$ cat config.mk
export PLATFORM = sky130hd
export DESIGN_NAME = sram_wb_master
export DESIGN_NICKNAME = d
export VERILOG_FILES = /design/src/rtl/sram_wb_master.sv
export SDC_FILE = /design/constraint.sdc
export NUM_CORES = 1
export LEC_CHECK = 0
export CAP_MARGIN = 20
export CORE_MARGIN = 10
export CORE_UTILIZATION = 30
export DETAILED_ROUTE_END_ITERATION = 7
export PLACE_DENSITY = 0.68
export SYNTH_ARGS = -nofsm -noshare
export SYNTH_HDL_FRONTEND = slang
export SYNTH_SLANG_ARGS = --single-unit
$ cat constraint.sdc
create_clock -name wb_clk_i -period 2.9 [get_ports wb_clk_i]
set_input_delay 0.58 -clock wb_clk_i [delete_from_list [all_inputs] [get_ports wb_clk_i]]
set_output_delay 0.58 -clock wb_clk_i [all_outputs]
set_load 0.005 [all_outputs]
$ cat src/rtl/sram_wb_master.sv
// Wishbone classic initiator that streams blocks of words between valid/ready
// ports and the SRAM responder, with per-word NEXT gap and a no-ack timeout.
module sram_wb_master #(
    parameter int ADDR_WD = 9,
    parameter int DATA_WD = 32,
    parameter int LEN_WD  = 9,
    parameter int TIMEOUT = 15
) (
    input  logic                 wb_clk_i,
    input  logic                 rst_n,
    input  logic                 cmd_valid_i,
    output logic                 cmd_ready_o,
    input  logic                 cmd_write_i,
    input  logic [ADDR_WD-1:0]   cmd_addr_i,
    input  logic [LEN_WD-1:0]    cmd_len_i,
    input  logic [DATA_WD-1:0]   wr_data_i,
    input  logic                 wr_valid_i,
    output logic                 wr_ready_o,
    output logic [DATA_WD-1:0]   rd_data_o,
    output logic                 rd_valid_o,
    input  logic                 rd_ready_i,
    output logic                 busy_o,
    output logic                 done_o,
    output logic                 err_o,
    output logic                 wb_cyc_o,
    output logic                 wb_stb_o,
    output logic                 wb_we_o,
    output logic [ADDR_WD-1:0]   wb_adr_o,
    output logic [DATA_WD-1:0]   wb_dat_o,
    output logic [DATA_WD/8-1:0] wb_sel_o,
    input  logic [DATA_WD-1:0]   wb_dat_i,
    input  logic                 wb_ack_i
);

    localparam int TMO_WD = $clog2(TIMEOUT + 1);

    typedef enum logic [2:0] {
        S_IDLE,
        S_FETCH,
        S_REQ,
        S_PUSH,
        S_NEXT,
        S_ABORT
    } state_e;

    state_e               state_q, state_d;
    logic [ADDR_WD-1:0]   addr_q,  addr_d;
    logic [LEN_WD-1:0]    len_q,   len_d;
    logic                 we_q,    we_d;
    logic [TMO_WD-1:0]    tmo_q,   tmo_d;
    logic [DATA_WD-1:0]   wdat_q,  wdat_d;
    logic [DATA_WD-1:0]   rdat_q,  rdat_d;
    logic                 done_q,  done_d;
    logic                 err_q,   err_d;

    // NOTE: sequential state uses non-blocking assignments so every register
    // samples the pre-edge value of every other register.
    always_ff @(posedge wb_clk_i or negedge rst_n) begin
        if (!rst_n) begin
            state_q <= S_IDLE;
            addr_q  <= '0;
            len_q   <= '0;
            we_q    <= 1'b0;
            tmo_q   <= '0;
            wdat_q  <= '0;
            rdat_q  <= '0;
            done_q  <= 1'b0;
            err_q   <= 1'b0;
        end else begin
            state_q <= state_d;
            addr_q  <= addr_d;
            len_q   <= len_d;
            we_q    <= we_d;
            tmo_q   <= tmo_d;
            wdat_q  <= wdat_d;
            rdat_q  <= rdat_d;
            done_q  <= done_d;
            err_q   <= err_d;
        end
    end

    // NOTE: every next-state signal is defaulted before the case statement so
    // no path leaves a variable unassigned, which would infer a latch.
    always_comb begin
        state_d = state_q;
        addr_d  = addr_q;
        len_d   = len_q;
        we_d    = we_q;
        tmo_d   = tmo_q;
        wdat_d  = wdat_q;
        rdat_d  = rdat_q;
        done_d  = 1'b0;
        err_d   = 1'b0;

        case (state_q)
            S_IDLE: begin
                if (cmd_valid_i) begin
                    addr_d  = cmd_addr_i;
                    len_d   = cmd_len_i;
                    we_d    = cmd_write_i;
                    tmo_d   = '0;
                    state_d = cmd_write_i ? S_FETCH : S_REQ;
                end
            end
            S_FETCH: begin
                if (wr_valid_i) begin
                    wdat_d  = wr_data_i;
                    state_d = S_REQ;
                end
            end
            S_REQ: begin
                tmo_d = tmo_q + 1'b1;
                // An ack on the final allowed cycle still completes the word.
                if (wb_ack_i) begin
                    if (we_q) begin
                        state_d = S_NEXT;
                    end else begin
                        rdat_d  = wb_dat_i;
                        state_d = S_PUSH;
                    end
                end else if (tmo_q == TMO_WD'(TIMEOUT - 1)) begin
                    state_d = S_ABORT;
                end
            end
            S_PUSH: begin
                if (rd_ready_i) begin
                    state_d = S_NEXT;
                end
            end
            S_NEXT: begin
                tmo_d = '0;
                if (len_q == '0) begin
                    done_d  = 1'b1;
                    state_d = S_IDLE;
                end else begin
                    addr_d  = addr_q + 1'b1;
                    len_d   = len_q - 1'b1;
                    state_d = we_q ? S_FETCH : S_REQ;
                end
            end
            S_ABORT: begin
                done_d  = 1'b1;
                err_d   = 1'b1;
                state_d = S_IDLE;
            end
            default: state_d = S_IDLE;
        endcase
    end

    assign cmd_ready_o = (state_q == S_IDLE);
    assign busy_o      = (state_q != S_IDLE);
    assign wr_ready_o  = (state_q == S_FETCH);
    assign rd_valid_o  = (state_q == S_PUSH);
    assign wb_cyc_o    = (state_q == S_REQ);
    assign wb_stb_o    = (state_q == S_REQ);
    assign wb_we_o     = (state_q == S_REQ) && we_q;
    assign wb_adr_o    = addr_q;
    assign wb_dat_o    = wdat_q;
    assign wb_sel_o    = '1;
    assign rd_data_o   = rdat_q;
    assign done_o      = done_q;
    assign err_o       = err_q;

endmodule

# Word level (Yosys, flattened, before mapping)
# Cells that the tools add are included.
# W data, S select, Z words.
[op_classes]
muxes = 21
n_addsub = 3
reduce_logical = 12
n_eq_ne = 11
bitwise = 1
[op_table]
columns = ["operator", "count"]
rows = [
  ["$mux W9", 4],
  ["$pmux W9 S2", 2],
  ["$mux W3", 6],
  ["$pmux W3 S5", 1],
  ["$pmux W4 S3", 1],
  ["$add A9 B1 Y9 const B", 1],
  ["$logic_not A9 Y1", 1],
  ["$sub A9 B1 Y9 const B", 1],
  ["$eq A3 B2 Y1 const B", 2],
  ["$eq A3 B3 Y1 const B", 2],
  ["$mux W2", 3],
  ["$ne A2 B2 Y1 const B", 3],
  ["$reduce_and A2 Y1", 3],
  ["$reduce_and A3 Y1", 2],
  ["$reduce_bool A3 Y1", 2],
  ["$add A4 B1 Y4 const B", 1],
  ["$eq A4 B4 Y1 const B", 1],
  ["$mux W4", 1],
  ["$reduce_and A4 Y1", 1],
  ["$eq A3 B1 Y1 const B", 1],
  ["$logic_not A3 Y1", 1],
  ["$ne A3 B1 Y1 const B", 1],
  ["$mux W1", 2],
  ["$ne A2 B1 Y1 const B", 1],
  ["4 further kinds", 4],
]
[word_totals]
register_bits = 92
input_bits = 89

# Logic depth before layout (Yosys ltp)
# Gate-level depths: netlist of run 1.
[depth]
depth_word = 4
depth_mapped = 8

# Worst setup path after synthesis of run 1
# OpenSTA, ideal clock, no wires.
[synth_timing]
path_type = "register -> register"
from = "register len_q[0]"
to = "register len_q[1]"
required_ps = 2775
path_stages_with_launch = 8
n_path_buf = 1
slack_ps = 833
setup_time_ps = 125
arrival_ps = 1942
path_cell_list = "dfrtp_1 -> inv_1 -> ha_1 -> or3b_2 -> clkbuf_2 -> o31ai_4 -> nand2_4 -> mux2_4"
[synth_via]
elab_chain_cells = 3
word_cells_on_any_way = 6
cone_classes = "1 x add/sub; 1 x eq/ne; 2 x mux; 2 x reduce/logical"
[synth_rtl]
columns = ["element", "line", "text"]
rows = [
  ["start, declared", "48", "logic [LEN_WD-1:0] len_q, len_d;"],
  ["start signal, assigned", "72", "len_q <= len_d;"],
  ["$sub A9 B1 Y9 or $logic_not A9 Y1 (tied branches)", "137, 132", ""],
  ["$mux W9 or $ne A2 B2 Y1 (tied branches)", "-", ""],
  ["$pmux W9 S2 or $reduce_and A3 Y1 (tied branches)", "-", ""],
]
# Parallel ways exist; a longest one is shown, timed or not. The select of a mux whose other input is x is not followed.
# A chain may end at the register's enable or synchronous reset.

# Worst setup path in the final report of run 1
[layout_timing]
from = "register state_q[1]"
to = "output wb_cyc_o"
[layout_via]
elab_chain_cells = 1
[layout_rtl]
columns = ["element", "line", "text"]
rows = [
  ["start, declared", "46", "state_e state_q, state_d;"],
  ["start signal, assigned", "70", "state_q <= state_d;"],
  ["$eq A3 B2 Y1", "154", "assign wb_cyc_o = (state_q == S_REQ);"],
  ["end, declared", "25", "output logic wb_cyc_o,"],
]
# No other way between the ends.

==> results of run 1 <==
==> how the worst max path moves through the flow <==
stage / startpoint / to / slack, ns
detailed placement: len_q[0] / wb_adr_o[1] / 0.50
global route: state_q[1] / wb_cyc_o / 0.01
finish: state_q[1] / wb_cyc_o / 0.23
global placement: len_q[0] / wb_adr_o[1] / 0.61
CTS: state_q[1] / wb_cyc_o / 0.20
floorplan: len_q[0] / len_q[1] / 0.83
==> area by class of cell <==
| cell class | count | area [sq um] |
|---|---|---|
| clock buffers | 11 | 253 |
| clock inverters | 5 | 60.1 |
| inverters | 9 | 33.8 |
| well taps | 180 | 225 |
| multi-input cells | 222 | 1740 |
| flip-flops and latches | 92 | 2300 |
| repair buffers | 174 | 1740 |
| fillers | 1252 | 7470 |
==> power by group <==
group	switching, mW	leakage [nW]	internal (mW)
Sequential	0.510	1.11	1.92
Clock	0.485	0.152	0.716
Combinational	1.12	1.36	1.88
==> metal layers <==
metal  vias to the layer above  track usage  share of wire
met4                         0       0.0383          0.013
met1                      1637        0.153           0.42
met5                         -            0              0
li1                       1585            -              -
met3                        12       0.0479          0.089
met2                       122        0.203           0.47
==> synth_stat cells, types with 2 or more instances <==
cell type / instances / area (sq um)
a211o_1: 2 / 17.5
a211oi_1: 2 / 15.0
a21oi_1: 16 / 80.1
a22oi_1: 4 / 30.0
a31oi_1: 5 / 31.3
and2_1: 2 / 12.5
and3_1: 6 / 37.5
buf_2: 10 / 50.1
buf_4: 6 / 45.0
clkbuf_1: 7 / 26.3
clkbuf_2: 2 / 10.0
dfrtp_1: 92 / 2300
ha_1: 4 / 50.1
inv_1: 9 / 33.8
mux2_2: 63 / 709
mux2i_1: 3 / 30.0
nand2_1: 10 / 37.5
nand2b_1: 3 / 18.8
nand3_1: 7 / 35.0
nor2_1: 12 / 45.0
nor3_1: 9 / 45.0
nor3b_1: 2 / 15.0
nor4_1: 3 / 18.8
o21ai_0: 18 / 90.1
o22ai_1: 10 / 62.6
o2bb2a_1: 3 / 30.0
o2bb2ai_1: 7 / 61.3
or3b_2: 3 / 26.3
==> per-stage QoR <==
stage / instance area [sq um] / std cells / util / setup WS, ns
after floorplan: 4220 / 350 / - / 0.833
after global placement: 6040 / 677 / 0.437 / 0.607
after detailed placement: 6040 / 677 / 0.437 / 0.504
after CTS: 6360 / 693 / 0.460 / 0.202
after global routing: 6360 / 693 / 0.460 / 0.0136
final: 6360 / 693 / 0.460 / 0.230
==> logic make-up (layout without fill, tap and decap cells) <==
| kind of cell | count (synthesis) | after routing | share of synthesized area |
|---|---|---|---|
| buffers and inverters | 36 | 199 | 0.0428 |
| multiplexers | 68 | 68 | 0.182 |
| flip-flops | 92 | 92 | 0.547 |
| adder cells (fa/ha/maj) | 4 | 4 | 0.0119 |
| AND/OR/NAND/NOR | 67 | 67 | 0.0888 |
| AO/OA/AOI/OAI | 79 | 79 | 0.127 |
| other | 1 | 4 | 0.000890 |
==> registers in the layout, indices dropped and copies added, names as in the netlist <==
register and cells:
done_o 1, err_o 1, len_q 9, rd_data_o 32
state_q 3, tmo_q 4, wb_adr_o 9, wb_dat_o 32
we_q 1
==> key figures, run 1 <==
Finish
  – Commonest non-fill, non-tap cell in the layout: clkdlybuf4s50_1
  – Layout cell share with drive strength beyond 1: 0.187
  – Final layout net count: between 600 and 700
  – Antenna cells: 0
  – Synthesis-to-finish area growth: 50.9%
  – Commonest non-fill, non-tap cells in the layout: clkdlybuf4s50_1 (169), dfrtp_1 (92), mux2_2 (63)

CTS
  – CTS tree: done
  – TritonCTS buffer count: 9
  – Gates resized, CTS repair: 0
  – Max Root-Sink Buffers: 2
  – Clk slew on worst S/H paths: 0.06 ns
  – Htree depth: 3
  – Clock sink total: between 90 and 100
  – Cts hold-fix bufs: 0
  – Worst-Skew Late Latency: 0.34 ns
  – Clock Tree Root: clkbuf_16
  – Post-CTS Setup Bufs: 0

Worst setup path
  – Startpoint types: flip-flop
  – Critical Path Max Stage Delay: 0.63 ns
  – CP Capture Type: output port
  – Worst Setup Path Type: flip-flop to output port
  – Reg2reg end: wb_adr_o[1]
  – Worst EP required: about 2.3 ns
  – R2r setup slk: 0.49 ns
  – CP Depth: 3
  – R2R depth: 6
  – Worst EP arrival: 2.09 ns
  – Crit path buf inv count: 2
  – Slowest CP cell: dfrtp_1
  – Critical Path Fanout Max: 16
  – Cells along the critical path: inv_1 > nor3_1 > clkdlybuf4s50_1
  – Crit path max-delay family: buffers and inverters
  – Origin of the critical flop-to-flop path: len_q[0]

Timing
  – Slew @ Worst Pin: 0.625 ns
  – Period Utilization, post-route: 0.921
  – Max Clk Rate: 0.375 GHz
  – Slew headroom: 0.583
  – Max Slew Vio Count: 0
  – Worst clock skew: 0.00562 ns
  – Setup-failing EPs final: 0
  – RSZ-0062 raised after global routing: no
  – Final hold viol count: 0
  – Sum Neg Setup Slack: 0 ns
  – Final Critical Period: roughly 2.7 ns
  – Final hold slack: 0.216 ns

Power and ir drop
  – Total power draw: ~6.6 mW
  – Peak VDD IR: 0.338 mV
  – Cell leakage power: 2.62 nW
  – Power per cell area: approximately 1000 nW/um^2

Placement
  – Routability cong.: 0.857
  – Dpl hpwl: 9430 microns
  – IO buf count: 170

Floorplan
  – Die width: 138 microns
  – Die height: roughly 140 microns
  – FP Rows: 43
  – IO Count: around 180
  – Core area: 13800 sq um
  – DIE AREA: 19200 sq um
  – Initial Util: 0.305

Routing
  – Drt pass-1 iters: 4
  – Drt wl/cell: 17.7 microns
  – Iteration-0 DRC Markers: 166
  – Vias: about 3400
  – # DRC: 0
  – Post-Route WL: 12300 microns
  – DRT antenna net count: 0
  – DR vias/cell: between 4 and 5

Synthesis
  – Synth Flop Type: dfrtp_1
  – EDFF count, synth: 0
  – Netlist Area Pre-Place: 4210 sq um
  – Post-Syn Area per Cell: 12.1 sq um
  – Post-synthesis sequential area ratio: 0.547
  – Synthesized instance count: 347
  – Yosys warnings: 0
  – Post-synth ARST share: 1.00
  – Synth Register Bits: 92
  – Post-synth cell types: 55

GRT
  – Initial antenna violation count: 0
  – Largest net degree at the start of global routing: 56
  – Total track usage: 0.126
  – First-pass GRT wire length: 19900 microns
  – Grt total ovfl: 0
  – Vias in the first global route: 3546

Run
  – Max Cap Violations: 0

Run status
  – Status: completed

Hold path
  – Worst Hold Class: input port to async pin
No activity file was read; power rests on OpenSTA's default activity.
==> run 2, diff against run 1 <==
GPL_TIMING_DRIVEN = 1   (was not set)
==> results of run 2 <==
Final layout, timing and power as in run 1 (identical DEF).
==> run 3, diff against run 2 <==
ABC_AREA = 1   (was not set)
CTS_BUF_LIST = sky130_fd_sc_hd__clkbuf_8 sky130_fd_sc_hd__clkbuf_16   (was not set)
PLACE_DENSITY = 0.67   (was 0.68)
==> run 3 against run 2 <==
Sequential cell count stayed put. Combinational power is 4% higher. Via count is 13% higher. Clock-buffer cell count is 2 lower. Worst setup slack better by 0.24 ns. Critical endpoint unchanged. Largest cell class unchanged. Largest power group unchanged.
==> key figures, run 3 <==
Run status
  – Status: completed

Timing
  – Max Clk Rate: 0.411 GHz
  – Final Critical Period: 2.43 ns
  – Slew headroom: 0.607
  – Slew @ Worst Pin: roughly 0.59 ns
  – Final hold viol count: 0
  – Worst clock skew: 0.00996 ns
  – Period Utilization, post-route: 0.839
  – RSZ-0062 raised after global routing: no
  – Sum Neg Setup Slack: 0 ns
  – Final worst slack: 0.467 ns
  – Max Slew Vio Count: 0
  – Setup-failing EPs final: 0

Routing
  – DRT antenna net count: 0
  – DR vias/cell: 4.48
  – Iteration-0 DRC Markers: 259
  – Drt wl/cell: 15.0 microns
  – Post-Route WL: 12600 microns
  – Vias: 3778
  – # DRC: 0
  – Drt pass-1 iters: 4

GRT
  – Grt total ovfl: 0
  – First-pass GRT wire length: 20400 microns
  – Total track usage: 0.124
  – Met3 usage: 0.0277
  – Vias in the first global route: 3845
  – Top Usage Layer GRT: met2
  – Met2 usage: 0.215
  – GR Util met1: 0.145
  – Largest net degree at the start of global routing: 57
  – Initial antenna violation count: 0

Synthesis
  – EDFF count, synth: 0
  – Mux cell area share after synthesis: 0.107
  – Simple-Gate Fraction of Synth Area: 0.257
  – Synth Register Bits: 92
  – Post-synth top cells: nand2_1 (204), dfrtp_1 (92), inv_1 (33)
  – Most common cell in the netlist: nand2_1
  – Xor/xnor share of the synthesized area: 0.00396
  – Synth top area cells: dfrtp_1 (52%), nand2_1 (17%), mux2_4 (10%)
  – Post-synthesis sequential area ratio: 0.521
  – Area fraction in compound gates after synthesis: 0.0317
  – Most area-hungry cell type in the Yosys netlist: dfrtp_1
  – Netlist Area Pre-Place: 4420 sq um
  – Yosys warnings: 0
  – Synth Flop Type: dfrtp_1
  – Post-Syn Area per Cell: between 9 and 10 sq um
  – Post-synth ARST share: 1.00
  – Post-synth cell types: 29
  – Main combinational cell family by area after synthesis: simple AND/OR/NAND/NOR gates
  – Yosys top cell area share: 0.521
  – Synthesized instance count: 487
  – Fraction of the mapped netlist area in adder cells: 0.0113

CTS
  – Max Root-Sink Buffers: 2
  – Gates resized, CTS repair: 0
  – Clock Tree Root: clkbuf_16
  – Post-CTS Setup Bufs: 0
  – Worst-Skew Late Latency: about 0.34 ns
  – Cts hold-fix bufs: 0
  – TritonCTS buffer count: 9
  – Clk slew on worst S/H paths: 0.07 ns
  – Clock sink total: 92
  – Htree depth: 3
  – CTS tree: done

Hold path
  – Worst Hold Class: input port to async pin

Floorplan
  – Core area: 14500 sq um
  – IO Count: about 180
  – DIE AREA: approximately 20000 sq um
  – Initial Util: 0.305
  – Die width: ~140 microns
  – Die height: 141 microns
  – FP Rows: 44

Finish
  – Final layout net count: 748
  – Synthesis-to-finish area growth: 47.3%
  – Antenna cells: 0
  – Fill cells: 1373
  – Layout cell share with drive strength beyond 1: 0.102
  – Commonest non-fill, non-tap cell in the layout: nand2_1
  – Commonest non-fill, non-tap cells in the layout: nand2_1 (204), clkdlybuf4s50_1 (169), dfrtp_1 (92)

Worst setup path
  – Critical Path Max Stage Delay: 0.57 ns
  – Worst EP arrival: 1.85 ns
  – Worst EP required: 2.32 ns
  – Slowest CP cell: clkdlybuf4s50_1
  – R2R depth: 8
  – Crit path max-delay family: buffers and inverters
  – Startpoint types: flip-flop
  – R2r setup slk: 0.82 ns
  – Crit path buf inv count: 2
  – Origin of the critical flop-to-flop path: state_q[1]
  – CP Capture Type: output port
  – Worst Setup Path Type: flip-flop to output port
  – Critical Path Fanout Max: 5
  – Cells along the critical path: inv_1 > nand2_1 > nor2_1 > clkdlybuf4s50_1
  – Reg2reg end: len_q[3]

Placement
  – Setup Slack @ Placement: 0.614 ns
  – Dpl hpwl: 9860 microns
  – Routability cong.: a little over 0.8
  – IO buf count: between 150 and 200

Power and ir drop
  – Cell leakage power: 3.17 nW
  – Power per cell area: about 1000 nW/um^2
  – Peak VDD IR: 0.390 mV

Run
  – Max Cap Violations: 0
-- run 3: area by class of cell --
cell class                 count  area [sq um]  area share
multi-input combinational    342          1830       0.281
tap                          184           230      0.0353
sequential                    92          2300       0.353
clock buffer                   9           225      0.0346
inverter                      36           135      0.0207
clock inverter                 7          50.0     0.00768
timing repair buffer         174          1740       0.267
-- run 3: worst max-delay path by stage --
stage | start | end | cells after the start
finish | state_q[2] | wb_cyc_o | 4
CTS | state_q[1] | wb_we_o | 5
global placement | wr_valid_i | wb_dat_o[3] | 4
detailed placement | wr_valid_i | wb_dat_o[8] | 4
floorplan | len_q[0] | len_q[7] | 10
global route | state_q[1] | wb_we_o | 5
-- run 3: metal layers --
layer  share of wire  vias up
met2            0.50      111
met3           0.055       12
met5               0        -
met4           0.017        0
met1            0.43     1788
li1                -     1867
-- run 3: through the flow --
stage	utilization	power (mW)	std cells	instance area (sq um)	hold WS, ns
detailed placement	0.431	5.52	828	6240	0.461
finish	0.450	6.54	844	6520	0.184
global placement	0.431	5.41	828	6240	0.452
CTS	0.450	6.63	844	6520	0.194
global route	0.450	7.09	844	6520	0.209
floorplan	-	3.91	490	4430	0.284
-- run 3: where the power goes --
part	switching, mW	leakage, nW	internal, mW
Combinational	1.36	1.90	1.76
Clock	0.500	0.134	0.585
Sequential	0.446	1.14	1.89
Total	2.30	3.17	4.24
-- run 3: cells by family (layout without fill, tap and decap cells) --
logic type	count (synthesis)	in the layout
AO/OA/AOI/OAI	27	27
XOR/XNOR	2	2
adder cells (fa/ha/maj)	4	4
buffers and inverters	56	226
flip-flops	92	92
multiplexers	32	32
other	1	4
AND/OR/NAND/NOR	273	273
